**src/rtl/raster_fifo_arbiter_pkg.sv**
```systemverilog
// Shared definitions for the raster FIFO arbiter.
// State encoding and default sample width.
package raster_fifo_arbiter_pkg;

  localparam int DAT_WID_DFLT = 24;

  typedef enum logic {
    ST_RUN   = 1'b0,
    ST_FLUSH = 1'b1
  } state_t;

endpackage

```
**src/rtl/raster_fifo_arbiter_rr_arbiter2.sv**
```systemverilog
// Two-way round-robin arbiter with a 1-bit priority flag.
// Priority passes to the loser after every granted transfer.
module rr_arbiter2 (
  input  logic       clk,
  input  logic       rst,
  input  logic [1:0] req,
  input  logic       advance,
  output logic [1:0] grant
);

  logic r_prio;

  always_comb begin
    grant = 2'b00;
    if (req[0] && (!req[1] || !r_prio))
      grant = 2'b01;
    else if (req[1])
      grant = 2'b10;
  end

  // r_prio=0 favours A, 1 favours B
  always_ff @(posedge clk) begin
    if (rst)
      r_prio <= 1'b0;
    else if (advance)
      r_prio <= grant[0];
  end

endmodule

```
**src/rtl/raster_fifo_arbiter.sv**
```systemverilog
// Arbitrates two writers into a shared FIFO and streams it out.
// Supports a level flush that drains and discards FIFO contents.
module raster_fifo_arbiter
  import raster_fifo_arbiter_pkg::*;
#(
  parameter int DAT_WID = DAT_WID_DFLT
) (
  input  logic                      clk,
  input  logic                      rst,
  input  logic                      req_a,
  input  logic signed [DAT_WID-1:0] dat_a,
  output logic                      ack_a,
  input  logic                      req_b,
  input  logic signed [DAT_WID-1:0] dat_b,
  output logic                      ack_b,
  output logic                      fifo_write_enable,
  output logic        [DAT_WID-1:0] fifo_write_dat,
  input  logic                      fifo_full,
  output logic                      fifo_read_enable,
  input  logic        [DAT_WID-1:0] fifo_read_dat,
  input  logic                      fifo_empty,
  output logic                      out_valid,
  output logic        [DAT_WID-1:0] out_dat,
  input  logic                      out_ready,
  input  logic                      flush,
  output logic                      flush_done
);

  state_t               r_state;
  state_t               w_state_nxt;
  logic                 r_pend;
  logic                 r_out_valid;
  logic [DAT_WID-1:0]   r_out_dat;
  logic                 w_wr_ok;
  logic [1:0]           w_req;
  logic [1:0]           w_grant;

  assign w_wr_ok = !rst && !fifo_full && (r_state == ST_RUN);
  assign w_req   = {req_b & w_wr_ok, req_a & w_wr_ok};

  rr_arbiter2 u_arb (
    .clk     (clk),
    .rst     (rst),
    .req     (w_req),
    .advance (fifo_write_enable),
    .grant   (w_grant)
  );

  assign ack_a             = w_grant[0];
  assign ack_b             = w_grant[1];
  assign fifo_write_enable = |w_grant;
  assign fifo_write_dat    = w_grant[1] ? dat_b : dat_a;

  // one read in flight at a time; flush drains regardless of downstream
  assign fifo_read_enable = !rst && !fifo_empty && !r_pend &&
    ((r_state == ST_FLUSH) || !r_out_valid || out_ready);

  assign out_valid = r_out_valid;
  assign out_dat   = r_out_dat;

  always_comb begin
    w_state_nxt = r_state;
    flush_done  = 1'b0;
    unique case (r_state)
      ST_RUN: begin
        if (flush)
          w_state_nxt = ST_FLUSH;
      end
      ST_FLUSH: begin
        if (!flush && fifo_empty && !r_pend) begin
          w_state_nxt = ST_RUN;
          flush_done  = !rst;
        end
      end
      default: w_state_nxt = ST_RUN;
    endcase
  end

  always_ff @(posedge clk) begin
    if (rst) begin
      r_state     <= ST_RUN;
      r_pend      <= 1'b0;
      r_out_valid <= 1'b0;
      r_out_dat   <= '0;
    end else begin
      r_state <= w_state_nxt;
      r_pend  <= fifo_read_enable;
      if ((r_state == ST_RUN) && !flush) begin
        if (r_pend) begin
          r_out_valid <= 1'b1;
          r_out_dat   <= fifo_read_dat;
        end else if (r_out_valid && out_ready) begin
          r_out_valid <= 1'b0;
        end
      end else begin
        r_out_valid <= 1'b0;
      end
    end
  end

endmodule

```
**config.mk**
```make
export PLATFORM = sky130hd
export DESIGN_NAME = raster_fifo_arbiter
export DESIGN_NICKNAME = d
export VERILOG_FILES = /design/src/rtl/raster_fifo_arbiter_pkg.sv /design/src/rtl/raster_fifo_arbiter_rr_arbiter2.sv /design/src/rtl/raster_fifo_arbiter.sv
export SDC_FILE = /design/constraint.sdc
export NUM_CORES = 1
export LEC_CHECK = 0
export CORE_AREA = 2 2 69 71
export DETAILED_ROUTE_END_ITERATION = 8
export DIE_AREA = 0 0 71 73
export PLACE_DENSITY = 0.83
export SLEW_MARGIN = 20
export SYNTH_ARGS = -nofsm -noshare
export SYNTH_HDL_FRONTEND = slang
export SYNTH_SLANG_ARGS = --single-unit
```
**constraint.sdc**
```tcl
create_clock -name clk -period 2.6 [get_ports clk]
set_clock_uncertainty 0.1 [all_clocks]
set_input_delay 0.26 -clock clk [delete_from_list [all_inputs] [get_ports clk]]
set_output_delay 0.26 -clock clk [all_outputs]
set_load 0.02 [all_outputs]
```
* Word-level counts from Yosys, hierarchy flattened *
Index checks and enable logic that the tools add are counted.

storage, ports and cells
  bits in registers = 28
  input bits = 80

operators by class
  muxes and demuxes = 10
  bitwise operators = 4
  reduce and logical (&&, ||, !) cells = 25

operators by type and width
  kind                 number
  $mux W24             1
  $logic_and A1 B1 Y1  10
  $logic_not A1 Y1     8
  $mux W1              6
  $mux W2              2
  $reduce_or A2 Y1     2
  $logic_or A1 B1 Y1   3
  $and A1 B1 Y1        2
  $not A1 Y1           2
  $pmux W1 S2          1
  $reduce_and A2 Y1    1
  $reduce_bool A2 Y1   1

* Longest topological paths before layout *
  word-level depth = 9
  mapped depth = 6
  mapped depth without buffers = 3

* Cells and area by module *
A second synthesis with hierarchy kept.

unflattened totals
  cells, all modules = 158
  area total of the unflattened synthesis = 1431.4 um2

by module, submodules not included
  module               times used  cells an instance  area an instance (um2)  sequential area each (um2)
  raster_fifo_arbiter  1           151                1363.8                  540.5
  rr_arbiter2          1           7                  67.6                    20.0

* Worst setup path after synthesis *
Ideal clock, no wire load.

  path kind = register to output
  from = register r_state
  to = output port fifo_write_dat[10]
  arrival = 1270 ps
  path slack = 970 ps
  stages on the path, launching flop included = 6
  buffers on the path = 2
  path through = dfxtp_1 > buf_6 > nor3_4 > nand3_4 > buf_6 > mux2_4

on the way
  longest elaborated chain between the ends = 8
  elaborated cells between the ends (all ways) = 10

ends and longest elaborated chain
  what                      line                                   text
  start: declaration        raster_fifo_arbiter.sv:29              state_t r_state;
  start signal: assignment  raster_fifo_arbiter.sv:86              r_state <= w_state_nxt;
  $not A1 Y1 *              --
  $logic_and A1 B1 Y1 *     raster_fifo_arbiter.sv:38              assign w_wr_ok = !rst && !fifo_full && (r_state == ST_RUN);
  $and A1 B1 Y1             raster_fifo_arbiter.sv:39              assign w_req = {req_b & w_wr_ok, req_a & w_wr_ok};
  $logic_not A1 Y1          raster_fifo_arbiter_rr_arbiter2.sv:15  if (req[0] && (!req[1] || !r_prio))
  $logic_or A1 B1 Y1        raster_fifo_arbiter_rr_arbiter2.sv:15
  $logic_and A1 B1 Y1       raster_fifo_arbiter_rr_arbiter2.sv:15
  $mux W2 *                 raster_fifo_arbiter_rr_arbiter2.sv:15
  $mux W24 *                raster_fifo_arbiter.sv:52              assign fifo_write_dat = w_grant[1] ? dat_b : dat_a;
  end: declaration          raster_fifo_arbiter.sv:17              output logic [DAT_WID-1:0] fifo_write_dat,

Every way passes the cells marked *; elsewhere a longest branch is shown, timed or not.

* Worst setup path after layout *
  from = input port rst
  to = output port fifo_write_dat[22]

on the way
  longest elaborated chain between the ends = 9
  elaborated cells between the ends (all ways) = 11

ends and longest elaborated chain
  what                                 line                                   text
  start: declaration                   raster_fifo_arbiter.sv:9               input logic rst,
  $logic_not A1 Y1 *                   raster_fifo_arbiter.sv:38
  $logic_and A1 B1 Y1 * (2 in series)  raster_fifo_arbiter.sv:38
  $and A1 B1 Y1                        raster_fifo_arbiter.sv:39
  $logic_not A1 Y1                     raster_fifo_arbiter_rr_arbiter2.sv:15
  $logic_or A1 B1 Y1                   raster_fifo_arbiter_rr_arbiter2.sv:15
  $logic_and A1 B1 Y1                  raster_fifo_arbiter_rr_arbiter2.sv:15
  $mux W2 *                            raster_fifo_arbiter_rr_arbiter2.sv:15
  $mux W24 *                           raster_fifo_arbiter.sv:52

Marks and branches as above.

==> results by group <==
Status
  • Status: finished, final reports clean

Global routing
  • Wire length of the first global-routing pass: 7760 um
  • GRT Overall Usage: 18.9%
  • Number of global-route vias before repair: 1,554
  • Maximum number of pins on one net before global-route repair: 31
  • Number of antenna violations at the first check in global routing: 0
  • Overall overflow remaining after global route: 0

Clock network
  • Root buffer cell: clkbuf_8
  • H-Tree Level Count: 1
  • Skew-Pair Late Insertion Delay: 0.27 ns
  • Maximum root-to-sink buffer count: 2
  • Number of sinks driven by the clock tree: 28
  • Clock tree from TritonCTS: done
  • Setup fix buffers added after clock tree synthesis: 0
  • Clock-pin slew reported for the worst setup and hold paths after clock tree synthesis: 0.09 ns
  • Number of hold buffers added after CTS: 0
  • Number of instances resized during post-cts repair: 0
  • Num CTS Buffers: 3

Routing
  • Drt drc: 0
  • Routed len/inst: 14.8 um
  • Number of optimization iterations in the first detailed-route pass: 4
  • Post-DRT Antenna Nets: 0
  • DRT iter0 DRCs: 14
  • WL final: 5050 um
  • Detailed-route vias per instance: 4.63
  • Via Count: 1,578

STA
  • Crit path time final: 2.50 ns
  • Max Clk Rate: 0.399 GHz
  • Fraction of the cycle the final worst path needs: 96.3%
  • Max-slew violations: 0
  • Slew at the pin closest to its max-slew limit: 0.819 ns
  • Total count of hold-check failures in the final report: 0
  • Setup TNS: 0 ns
  • RSZ-0062 raised after global routing: false
  • Worst relative slew slack: 45.4%
  • Setup Viol. Count Final: 0

Cells and area
  • Area growth, synth to finish: 99.2%
  • FILL cells: 393
  • Antenna fix cells: 0
  • Storage cell area: 561 um^2
  • Fraction of layout instances using a drive strength above 1: 11.8%
  • Total area of multi-input combinational cells: 795 um^2
  • Fin nets: 368

Min path
  • Tightest Hold Check Type: reg -> reg
  • Worst Hold Launch: out_dat[13]$_SDFFE_PP0P_

Synthesis
  • Sequential share of the synthesized area: 39.2%
  • Distinct cell type count after synthesis: 20
  • Dominant cells by area after synthesis: dfxtp_1, mux2_4, nand2_1
  • Cell accounting for the most synthesized area: dfxtp_1
  • Post-synth net total: 238
  • Post-synthesis instance area: 0.00143 mm^2
  • Synthesized area divided by synthesized cell count: 9.06 um^2
  • Synthesis-stage register bit count: 28
  • Syn Inst Count: 158
  • Yosys top cell area share: 39.2%
  • Number of warnings printed during yosys synthesis: 0

Power and ir drop
  • PD cells: 370 mW/mm^2
  • Leakage power: 1.10 nW
  • Peak supply drop: 0.324 mV
  • Total Power: 1.05 mW

Critical path
  • WP data arrival: 2.14 ns
  • Max FO, Critical Path: 25
  • Origin of the worst setup path: rst
  • Startpoint kind of the worst setup timing path: input port
  • Critical Setup Path Class: in -> out
  • Type of element capturing the critical path: output port
  • Crit Reg-Reg Startpoint: r_state$_SDFF_PP0_
  • Required time of the critical path: 2.24 ns

Place
  • Final estimated routing congestion in global placement: 0.864
  • Post-detailed-placement half-perimeter wirelength: 3980 um
  • Count of buffers inserted at the top-level ports: 133

Floorplan
  • Ports: 134
  • X dimension of the die: 71 um
  • Die height: 73 um
  • Area of the placeable core: 0.00454 mm^2
  • Starting Density: 31.6%
  • Cell Rows: 25
  • Die ar.: 0.00518 mm^2

Job
  • Max-cap check violation count: 0
[per-stage QoR]
stage	hold slack, ns	cell area, um^2	std cells	util (%)	setup slack [ns]
after floorplan	0.237	1430	158	-	0.970
after global placement	0.341	2800	337	61.7	0.113
after detailed placement	0.346	2800	337	61.7	0.0855
after CTS	0.359	2850	341	62.9	0.0811
after global routing	0.378	2850	341	62.9	0.0108
final	0.357	2850	341	62.9	0.0957
[final cells by class]
| cell class | count | share of cell area, % |
|---|---|---|
| Timing Repair Buffer | 136 | 47.9 |
| Multi-Input combinational cell | 117 | 27.9 |
| Sequential cell | 28 | 19.7 |
| Tap cell | 54 | 2.37 |
| Clock buffer | 4 | 1.93 |
| Inverter | 2 | 0.263 |
[worst paths after layout]
| path | cells after the start | slack (ns) | endpoint |
|---|---|---|---|
| worst max register to register | 3 | 0.88 | out_dat[17]$_SDFFE_PP0P_ |
| worst min-delay path | 2 | 0.36 | out_dat[13]$_SDFFE_PP0P_ |
| worst max-delay path | 6 | 0.1 | fifo_write_dat[22] |
| worst min register to register | 2 | 0.36 | out_dat[13]$_SDFFE_PP0P_ |
[state kept, by name, indices dropped and copies added, names as in the netlist]
| register | cells |
|---|---|
| out_dat | 24 |
| out_valid | 1 |
| r_pend | 1 |
| r_state | 1 |
| u_arb.r_prio | 1 |
[Yosys cell counts, drive strengths merged]
cell type,instances
a21oi,27
a311oi,1
and3,1
buf,7
clkbuf,4
dfxtp,28
inv,2
mux2,24
nand2,50
nand2b,2
nand3,1
nor2,2
nor3,1
nor3b,2
nor4,4
o21a,1
or3b,1
[worst max-delay path, cell delays in order]
cell and delay, ns:
clkdlybuf4s50_1 0.46, nor3_4 0.27, nand3_4 0.10, buf_12 0.19, mux2_4 0.31, clkdlybuf4s50_1 0.55
[cells by family (layout without fill, tap and decap cells)]
family | Yosys count | after routing | share of synthesized area, %
simple gates | 64 | 64 | 21.1
mux | 24 | 24 | 23.9
compound gates | 29 | 29 | 10.6
buf+inv | 13 | 142 | 5.33
flops | 28 | 28 | 39.2
[power by group]
| group | internal, mW | switching (mW) | leakage, nW | total [mW] |
|---|---|---|---|---|
| combinational | 0.211 | 0.124 | 0.840 | 0.335 |
| clock | 0.135 | 0.132 | 0.0288 | 0.267 |
| sequential | 0.442 | 0.00980 | 0.227 | 0.451 |
| total | 0.788 | 0.266 | 1.10 | 1.05 |
[cells in the final DEF, fill, tap and decap left out]
cell type	n
nand2_1	50
mux2_2	5
buf_12	1
a311oi_1	1
clkbuf_8	4
nor4_1	4
or3b_1	1
nor2_1	2
nor3b_1	1
mux2_4	19
dfxtp_1	28
buf_4	2
nand3_4	1
inv_1	2
nand2b_1	2
o21a_1	1
clkdlybuf4s50_1	133
nor3_4	1
nor3b_2	1
a21oi_1	27
and3_1	1
[routing by layer]
metal	track usage [%]	wire length, um
met2	34.3	2590
met5	0	0
met3	5.94	491
met1	21.8	1930
met4	4.61	40
Note: power is estimated with default switching activity, not from simulation.
